### src/rtl/fir_pkg.sv
// Shared types, widths and the output saturation helper for the FIR tap sequencer.
package fir_pkg;

    localparam int unsigned SAMPLE_W = 16;
    localparam int unsigned COEF_W   = 16;
    localparam int unsigned ACC_W    = 32;

    typedef enum logic [1:0] {
        IDLE  = 2'd0,
        RUN   = 2'd1,
        DRAIN = 2'd2
    } fir_state_t;

    // Clamp a signed accumulator value into the signed 16-bit output range.
    function automatic logic [15:0] sat16(input logic signed [ACC_W-1:0] v);
        if (v > 32'sd32767) begin
            return 16'h7FFF;
        end else if (v < -32'sd32768) begin
            return 16'h8000;
        end else begin
            return v[15:0];
        end
    endfunction

endpackage

### src/rtl/fir_tap_buffer.sv
// Circular sample history plus coefficient bank, read combinationally by tap index.
module fir_tap_buffer
    import fir_pkg::*;
#(
    parameter  int unsigned NTAPS = 4,
    localparam int unsigned PTR_W = $clog2(NTAPS)
) (
    input  logic                clk,
    input  logic                reset,
    input  logic                smp_we,
    input  logic [SAMPLE_W-1:0] smp_data,
    input  logic                coef_we,
    input  logic [PTR_W-1:0]    coef_addr,
    input  logic [COEF_W-1:0]   coef_data,
    input  logic [PTR_W-1:0]    rd_tap,
    output logic [COEF_W-1:0]   coef_rd_c,
    output logic [SAMPLE_W-1:0] smp_rd_c
);

    logic [SAMPLE_W-1:0] smp_mem  [NTAPS];
    logic [COEF_W-1:0]   coef_mem [NTAPS];
    logic [PTR_W-1:0]    wr_ptr;
    logic [PTR_W-1:0]    newest;
    logic [PTR_W-1:0]    rd_idx;

    // Storage writes; reset clears all history and coefficients.
    always_ff @(posedge clk) begin
        if (reset) begin
            wr_ptr <= '0;
            for (int unsigned i = 0; i < NTAPS; i++) begin
                smp_mem[i]  <= '0;
                coef_mem[i] <= '0;
            end
        end else begin
            if (smp_we) begin
                smp_mem[wr_ptr] <= smp_data;
                wr_ptr <= (wr_ptr == PTR_W'(NTAPS - 1)) ? '0 : wr_ptr + PTR_W'(1);
            end
            if (coef_we && (32'(coef_addr) < NTAPS)) begin
                coef_mem[coef_addr] <= coef_data;
            end
        end
    end

    // Tap k reads the sample k positions older than the most recent write.
    always_comb begin
        newest = (wr_ptr == '0) ? PTR_W'(NTAPS - 1) : wr_ptr - PTR_W'(1);
        if (newest >= rd_tap) begin
            rd_idx = newest - rd_tap;
        end else begin
            rd_idx = PTR_W'(32'(newest) + NTAPS - 32'(rd_tap));
        end
    end

    assign smp_rd_c  = smp_mem[rd_idx];
    assign coef_rd_c = coef_mem[rd_tap];

endmodule

### src/rtl/fir_tap_sequencer.sv
// Time-multiplexes one external MAC across all FIR taps and saturates each result.
module fir_tap_sequencer
    import fir_pkg::*;
#(
    parameter  int unsigned NTAPS     = 4,
    parameter  int unsigned MAC_LAT   = 2,
    parameter  int unsigned OUT_SHIFT = 0,
    localparam int unsigned TAP_W     = $clog2(NTAPS)
) (
    input  logic                clk,
    input  logic                reset,
    input  logic                sample_valid,
    input  logic [SAMPLE_W-1:0] sample_in,
    output logic                sample_ready,
    input  logic                coef_we,
    input  logic [TAP_W-1:0]    coef_addr,
    input  logic [COEF_W-1:0]   coef_data,
    output logic                coef_err,
    output logic [COEF_W-1:0]   mac_a,
    output logic [SAMPLE_W-1:0] mac_b,
    output logic                mac_issue,
    output logic                mac_load,
    input  logic [ACC_W-1:0]    mac_result,
    output logic [15:0]         y_out,
    output logic                y_valid
);

    localparam int unsigned CNT_W = (MAC_LAT < 1) ? 1 : $clog2(MAC_LAT + 1);

    fir_state_t              state;
    logic [TAP_W-1:0]        tap;
    logic [CNT_W-1:0]        drain_cnt;
    logic                    accept_c;
    logic                    coef_wr_c;
    logic [COEF_W-1:0]       coef_rd_c;
    logic [SAMPLE_W-1:0]     smp_rd_c;
    logic [COEF_W-1:0]       coef0_c;
    logic signed [ACC_W-1:0] acc_shifted_c;

    assign accept_c  = (state == IDLE) && sample_ready && sample_valid;
    assign coef_wr_c = coef_we && (state == IDLE);
    // A coefficient written on the accept edge must already reach tap 0.
    assign coef0_c   = (coef_wr_c && (coef_addr == '0)) ? coef_data : coef_rd_c;
    assign acc_shifted_c = $signed(mac_result) >>> OUT_SHIFT;

    fir_tap_buffer #(
        .NTAPS (NTAPS)
    ) u_buf (
        .clk       (clk),
        .reset     (reset),
        .smp_we    (accept_c),
        .smp_data  (sample_in),
        .coef_we   (coef_wr_c),
        .coef_addr (coef_addr),
        .coef_data (coef_data),
        .rd_tap    (tap),
        .coef_rd_c (coef_rd_c),
        .smp_rd_c  (smp_rd_c)
    );

    // Sequencer: accept, issue one tap per cycle, wait out MAC latency, capture.
    always_ff @(posedge clk) begin
        if (reset) begin
            state        <= IDLE;
            tap          <= '0;
            drain_cnt    <= '0;
            sample_ready <= 1'b0;
            coef_err     <= 1'b0;
            mac_a        <= '0;
            mac_b        <= '0;
            mac_issue    <= 1'b0;
            mac_load     <= 1'b0;
            y_out        <= '0;
            y_valid      <= 1'b0;
        end else begin
            y_valid   <= 1'b0;
            mac_issue <= 1'b0;
            mac_load  <= 1'b0;
            coef_err  <= coef_we && (state != IDLE);
            case (state)
                IDLE: begin
                    sample_ready <= 1'b1;
                    if (accept_c) begin
                        sample_ready <= 1'b0;
                        mac_issue    <= 1'b1;
                        mac_load     <= 1'b1;
                        mac_a        <= coef0_c;
                        mac_b        <= sample_in;
                        tap          <= TAP_W'(1);
                        state        <= RUN;
                    end
                end
                RUN: begin
                    mac_issue <= 1'b1;
                    mac_a     <= coef_rd_c;
                    mac_b     <= smp_rd_c;
                    if (tap == TAP_W'(NTAPS - 1)) begin
                        tap       <= '0;
                        drain_cnt <= CNT_W'(MAC_LAT);
                        state     <= DRAIN;
                    end else begin
                        tap <= tap + TAP_W'(1);
                    end
                end
                DRAIN: begin
                    if (drain_cnt == '0) begin
                        y_out        <= sat16(acc_shifted_c);
                        y_valid      <= 1'b1;
                        sample_ready <= 1'b1;
                        state        <= IDLE;
                    end else begin
                        drain_cnt <= drain_cnt - CNT_W'(1);
                    end
                end
                default: state <= IDLE;
            endcase
        end
    end

endmodule
### config.mk
export PLATFORM = sky130hd
export DESIGN_NAME = fir_tap_sequencer
export DESIGN_NICKNAME = d
export VERILOG_FILES = /design/src/rtl/fir_pkg.sv /design/src/rtl/fir_tap_buffer.sv /design/src/rtl/fir_tap_sequencer.sv
export SDC_FILE = /design/constraint.sdc
export NUM_CORES = 1
export LEC_CHECK = 0
export CORE_MARGIN = 2
export CORE_UTILIZATION = 40
export CTS_CLUSTER_SIZE = 40
export DETAILED_ROUTE_END_ITERATION = 6
export DONT_BUFFER_PORTS = 1
export PLACE_DENSITY = 0.65
export SKIP_CTS_REPAIR_TIMING = 1
export SLEW_MARGIN = 10
export SYNTH_ARGS = -nofsm -noshare
export SYNTH_HDL_FRONTEND = slang
export SYNTH_SLANG_ARGS = --single-unit
### constraint.sdc
create_clock -name clk -period 3.3 [get_ports clk]
set_clock_uncertainty 0.2 [all_clocks]
set_input_delay 0.99 -clock clk [delete_from_list [all_inputs] [get_ports clk]]
set_output_delay 0.99 -clock clk [all_outputs]
set_load 0.01 [all_outputs]
---- Word level (Yosys, flattened, before mapping) ----
Memory sizes are Yosys's and may differ from the RTL's. A register that Yosys moved wholly into a read port is not among the register bits.
Cells that the tools add are included.
operators by class
  equal/unequal tests ..................... 8
  $lt $le $gt $ge ......................... 3
  reductions and logical operators ........ 22
  add/subtract/negate cells ............... 7
  mux-type cells .......................... 39
  bitwise operators ....................... 2
operators with widths
  cell                                                                                count
  16-bit 2-to-1 mux                                                                   7
  16-bit case mux with 2 select lines                                                 2
  32-bit by 16-bit greater-than comparator with 1-bit output (second input constant)  1
  32-bit by 16-bit less-than comparator with 1-bit output (second input constant)     1
  16-bit OR reduction                                                                 2
  2-bit 2-to-1 mux                                                                    12
  1-bit 2-to-1 mux                                                                    13
  2-bit logical NOT                                                                   4
  2-bit inequality test (second input constant)                                       4
  2-bit case mux with 2 select lines                                                  2
  2-bit nonzero test                                                                  4
  2-bit by 1-bit adder with 2-bit output (second input constant)                      3
  2-bit equality test (second input constant)                                         3
  2-bit case mux with 3 select lines                                                  1
  2-bit AND reduction                                                                 3
  3-bit AND reduction                                                                 2
  1-bit logical AND                                                                   5
  1-bit case mux with 2 select lines                                                  2
  2-bit OR reduction                                                                  2
  2-bit by 1-bit subtractor with 2-bit output (second input constant)                 2
  2-bit subtractor                                                                    2
  2-bit by 1-bit equality test with 1-bit output (second input constant)              1
  2-bit >= comparator                                                                 1
  1-bit NOT                                                                           2
word-level totals
  register bits after elaboration ......... 61
  memories ................................ 2
  bits in writable memories ............... 128
memories
  name            depth  width  read ports  clocked after memory_dff  wr ports  line                  source
  u_buf.coef_mem  4      16     1           1                         4         fir_tap_buffer.sv:21  logic [COEF_W-1:0] coef_mem [NTAPS];
  u_buf.smp_mem   4      16     1           0                         4         fir_tap_buffer.sv:20  logic [SAMPLE_W-1:0] smp_mem [NTAPS];

---- Depth between registers and ports, before layout ----
  word-level depth ........................ 8
  gate-level depth with buffers ........... 9
  depth with buffers taken out ............ 8

---- Cells and area by module ----
From an unflattened synthesis, not the netlist that was laid out.
unflattened totals
  cells, all modules ...................... 614
  area total of the unflattened synthesis .. 8,461.9 um^2
by module, submodules not included
  module             instances  cells an instance  area each (um^2)  seq. area each (um^2)
  fir_tap_buffer     1          331                5,810.6           3,883.7
  fir_tap_sequencer  1          283                2,651.3           1,181.1

---- Worst setup path after synthesis ----
OpenSTA, ideal clock, no wires.
  path kind ............................... input -> register
  start ................................... input coef_we
  end ..................................... memory u_buf.coef_mem[0][0], enable pin
  path slack .............................. 0.769 ns
  data arrival time ....................... 1.997 ns
  required time ........................... 2.766 ns
  library setup time ...................... 0.334 ns
  buffers on the path ..................... 2
  cell stages on the path ................. 5
  path through ............................ nor3b_2 and2_1 buf_4 buf_6 or2_2
RTL lines
  what             line                     source
  start, declared  fir_tap_sequencer.sv:15  input logic coef_we,
  end, declared    fir_tap_buffer.sv:21

---- Worst setup path after layout ----
  start ................................... register u_buf.wr_ptr[0]
  end ..................................... register mac_b[8]
on the way
  word-level cells in the longest chain between the ends .. 7
  elaborated cells on any way between the ends .. 10
  those cells by class .................... add/sub (4); order compare (1); mux (3); reduce/logical (1); memory (1)
RTL lines
  what                                                                              line                     source
  start, declared                                                                   fir_tap_buffer.sv:22     logic [PTR_W-1:0] wr_ptr;
  start signal, assigned                                                            fir_tap_buffer.sv:37     wr_ptr <= (wr_ptr == PTR_W'(NTAPS - 1)) ? '0 : wr_ptr + PTR_W'(1);
  2-bit by 1-bit subtractor with 2-bit output or 2-bit logical NOT (tied branches)  fir_tap_buffer.sv:47     newest = (wr_ptr == '0) ? PTR_W'(NTAPS - 1) : wr_ptr - PTR_W'(1);
  2-bit 2-to-1 mux *                                                                fir_tap_buffer.sv:47
  2-bit by 1-bit adder with 2-bit output                                            fir_tap_buffer.sv:51     rd_idx = PTR_W'(32'(newest) + NTAPS - 32'(rd_tap));
  2-bit subtractor                                                                  fir_tap_buffer.sv:51
  2-bit 2-to-1 mux *                                                                fir_tap_buffer.sv:48     if (newest >= rd_tap) begin
  memory 4 x 16 bit *                                                               n/a
  16-bit case mux with 2 select lines *                                             fir_tap_sequencer.sv:80  case (state)
  end signal, assigned                                                              fir_tap_sequencer.sv:88  mac_b <= sample_in;
  end signal, assigned                                                              fir_tap_sequencer.sv:96  mac_b <= smp_rd_c;
  end, declared                                                                     fir_tap_sequencer.sv:20  output logic [SAMPLE_W-1:0] mac_b,
Every way passes the cells marked *; elsewhere a longest branch is shown, timed or not.
A chain may end at the register's enable or synchronous reset.

==> results <==
- The synthesized design contains 191 register bits.
- Summing over every cut layer, the via total after detailed routing is 4,928.
- After Yosys synthesis, full adders, half adders and majority gates account for 0.756% of the synthesized area.
- IR analysis of the VDD net gives a maximum drop of 348 uV.
- After synthesis, the share of flip-flops with an asynchronous set or reset is 0%.
- Once the floorplan was initialized, standard cells occupied 40.8% of the core.
- The cell count after synthesis came out at 640.
- The via count normalized by instance count is 5.37.
- The final cell count without fillers is 917.
- The placer's final routability congestion estimate is 0.740.
- The post-synthesis cell area is 8280 um^2.
- The final cycle utilization of the critical path is 79.3%.
- The placeable core region is 20,300 um^2.
- The number of global-route vias before repair is 5,280.
- For this run, the detailed router's first-pass iteration total came to 4.
- The fraction of layout cells with a size suffix above 1 is 12.2%.
- The cell with the largest stage delay on the worst path is sky130_fd_sc_hd__dfxtp_1.
- The number of antenna diodes is 0.
- The number of cells in the design after placement is 885.
- After detailed routing, the number of remaining DRC violations is 0.
- Sorting the synthesized cells by area gives the leading types as sky130_fd_sc_hd__edfxtp_1 (46%), sky130_fd_sc_hd__dfxtp_1 (15%), sky130_fd_sc_hd__and2_1 (8.6%).
- The area growth from synthesis to final layout is 10.2%.
- The transition time of the tightest slew-check pin is 0.877 ns.
- The number of buffers added by the clock tree synthesis step is 17.
- The total global routing track utilization is 16.7%.
- At the worst endpoint, the arrival time is 2.74 ns.
- The area after detailed placement is 8530 um^2.
- The clock slew seen by the registers of the worst setup and hold paths is 0.08 ns.
- The library cell with the largest summed area after synthesis is sky130_fd_sc_hd__edfxtp_1.
- The largest family of logic cells by synthesized area is simple AND/OR/NAND/NOR gates.
- The core occupancy in the finished layout is 45.0%.
- Entering global routing, the biggest net connects 62 pins.
- Row generation in the floorplan step produced 52 rows.
- The overall die width is 148 um.
- The number of antenna violations at the first check in global routing is 0.
- The shortest clock period the worst path allows after layout is 2.62 ns.
- The worst setup path is of the reg -> reg kind.
- The flow ran to the end, and the final reports show no timing, DRC or antenna violations.
- Of all nets on the critical path, the largest fanout is 32.
- The max-capacitance violation count is 0.
- The vertical die dimension is 148 um.
- The relative slew slack is 41.2%.
- In the final layout, flip-flops and latches occupy 5100 um^2.
- The max-slew violation count is 0.
- Data on the critical path is required at its endpoint by 3.42 ns.
- CTS saw 191 sinks.
- The post-synthesis sequential area ratio is 61.7%.
- In this run the clock root is driven by a sky130_fd_sc_hd__clkbuf_16.
- The prevailing post-synth register cell is sky130_fd_sc_hd__edfxtp_1.
- The largest delay contributor family on the critical path is flip-flops.
- During I/O placement, the number of pins put on the boundary was 123.
- In this run, the number of DRC markers left after iteration 0 of detailed routing was 286.
- In the final layout, the multi-input gates occupy 2940 um^2.
- The post-synthesis compound-gate area fraction is 6.94%.
- The number of distinct library cells after synthesis is 46.
- In the synthesized netlist, the cells that appear most often are sky130_fd_sc_hd__edfxtp_1 (128), sky130_fd_sc_hd__and2_1 (114), sky130_fd_sc_hd__nor2_1 (78).
- The number of enable flip-flop cells after synthesis is 128.
- The number of nets in the synthesized netlist is 715.
- The hold violation total from the final report is 0.
- The total power after layout is 0.00523 W.
- The xor and xnor fraction of the mapped netlist area is 0.287%.
- The kind of end point of the critical path is a flip-flop.
- Dividing the detail-routed wire length by the instance count gives 19.3 um.
- The clock tree synthesis step divided the H-tree into 4 levels.
- After synthesis, the largest area contributor takes up 46.4% of total cell area.
- The biggest cell delay along the critical path is 0.46 ns.
- The number of setup violations in the final report is 0.
- The critical path contains buffers and inverters numbering 2 combined.
- For the worst-skew pair, the clock arrives at the later sink with an insertion delay of 0.43 ns.
- Setup repair after global routing left no endpoint under its margin.
- The TritonCTS clock tree is done.
- The element type at the critical path start is a flip-flop.
- Summing the areas of all and, or, nand and nor instances in the mapped netlist gives 17.4% of the synthesized area.
- During synthesis, Yosys emitted a total of 0 warnings.
- The total of fill cells in the finished design is 1,819.
- The total of buffers placed on input and output ports is 0.
- Detailed placement finished with a half-perimeter wire length of 11,600 um.
- The multiplexer share of the synthesized area is 10.2%.
- Wires add up to 17,700 um.
- For this design the static power due to leakage is 3.57 nW.
- The first global-routing pass estimated 28,100 um of wire.
- For this run the aggregate overflow at the end of global routing stands at 0.
- The critical path goes through inv_1, ha_1, xnor3_2, buf_12, mux2i_1, nor2_1, a2111o_1.
- The finished layout cell area is 9130 um^2.
- The floorplan step defined a die boundary enclosing 21,900 um^2.
- At the end of the flow, the number of nets in the layout was 709.
- The fmax is 382 MHz.
- The clock passes through at most 2 buffers.
- The worst hold path class is reg -> reg.
- The final setup TNS is 0 ns.
- The count of nets left with antenna violations once routing finished came out at 0.
- sky130_fd_sc_hd__edfxtp_1 is the most common cell in the netlist.
- The areal power density over the cells is 573 nW/um^2.
- The mean area per synthesized cell is 12.9 um^2.
## cell type report
| cell class | count | area share, % |
|---|---|---|
| clock inverter | 15 | 1.85 |
| multi-input combinational | 402 | 32.2 |
| clock buffer | 17 | 4.66 |
| tap | 270 | 3.70 |
| inverter | 8 | 0.329 |
| timing repair buffer | 14 | 1.29 |
| sequential | 191 | 55.9 |
## layer usage
layer | up-vias | share of wire, % | track usage (%)
met1 | 2464 | 41 | 19.5
met5 | - | 0 | 0
li1 | 2329 | - | -
met2 | 111 | 52 | 29.4
met4 | 0 | 1.7 | 6.05
met3 | 24 | 5.2 | 4.75
## cell families (layout without fill, tap and decap cells)
| kind of cell | Yosys count | count (layout) |
|---|---|---|
| fa+ha+maj | 5 | 5 |
| buf+inv | 47 | 54 |
| flops | 191 | 191 |
| mux | 64 | 64 |
| xor+xnor | 1 | 1 |
| compound gates | 69 | 69 |
| simple gates | 263 | 263 |
## path summary, 6_finish.rpt
path / cells after the start / slack [ns] / start / end
worst min-delay path: 2 / 0.29 / drain_cnt[1] / drain_cnt[1]
worst min register to register: 2 / 0.29 / drain_cnt[1] / drain_cnt[1]
worst max-delay path: 7 / 0.68 / u_buf.wr_ptr[0] / mac_b[8]
worst max register to register: 7 / 0.68 / u_buf.wr_ptr[0] / mac_b[8]
## sequential cells by signal (all words and copies together) (netlist names), named ones only
name            flops
mac_a              16
mac_b              16
u_buf.wr_ptr        2
sample_ready        1
y_out              16
tap                 2
mac_load            1
drain_cnt           2
u_buf.coef_mem     64
state               2
u_buf.smp_mem      64
coef_err            1
mac_issue           1
y_valid             1
## cell usage in the layout (no fill, tap or decap), types with 2 or more instances in the layout
master,instances
sky130_fd_sc_hd__ha_1,5
sky130_fd_sc_hd__clkinv_8,4
sky130_fd_sc_hd__inv_1,8
sky130_fd_sc_hd__and3_1,18
sky130_fd_sc_hd__a2111o_1,16
sky130_fd_sc_hd__dfxtp_1,63
sky130_fd_sc_hd__a211oi_1,31
sky130_fd_sc_hd__nor4_1,4
sky130_fd_sc_hd__or3_1,2
sky130_fd_sc_hd__nand2_1,18
sky130_fd_sc_hd__edfxtp_1,128
sky130_fd_sc_hd__clkbuf_16,17
sky130_fd_sc_hd__o21ai_0,3
sky130_fd_sc_hd__a31o_2,4
sky130_fd_sc_hd__and2_1,114
sky130_fd_sc_hd__inv_6,3
sky130_fd_sc_hd__nand3_1,3
sky130_fd_sc_hd__inv_8,4
sky130_fd_sc_hd__a21oi_1,9
sky130_fd_sc_hd__mux2i_1,48
sky130_fd_sc_hd__mux4_2,16
sky130_fd_sc_hd__nor2_1,78
sky130_fd_sc_hd__clkinv_4,2
sky130_fd_sc_hd__nor4_2,3
sky130_fd_sc_hd__nand4_1,4
sky130_fd_sc_hd__clkinvlp_4,2
sky130_fd_sc_hd__nor3_1,4
sky130_fd_sc_hd__buf_4,13
sky130_fd_sc_hd__or2_2,4
## report_power, final
part / internal, W / switching (W)
clock: 0.00102 / 0.00101
sequential: 0.00269 / 0.000102
combinational: 0.000183 / 0.000219
total: 0.00389 / 0.00133
## stage by stage
stage	hold WS, ns	setup slack, ns
3_5_place_dp	0.277	0.598
6_report	0.287	0.683
5_1_grt	0.343	0.536
3_3_place_gp	0.262	0.658
2_1_floorplan	0.263	0.769
4_1_cts	0.285	0.689
## worst register-to-register path: cells and delay by family (launching register included)
kind	cells	cell delay, ns
xor gates and xnor gates	1	0.43
adders and majority gates	1	0.33
buffers and inverters	2	0.38
AOI/OAI and AO/OA	1	0.41
and+or+nand+nor	1	0.05
muxes	1	0.25
DFF	1	0.46
(Power assumes the default switching activity.)
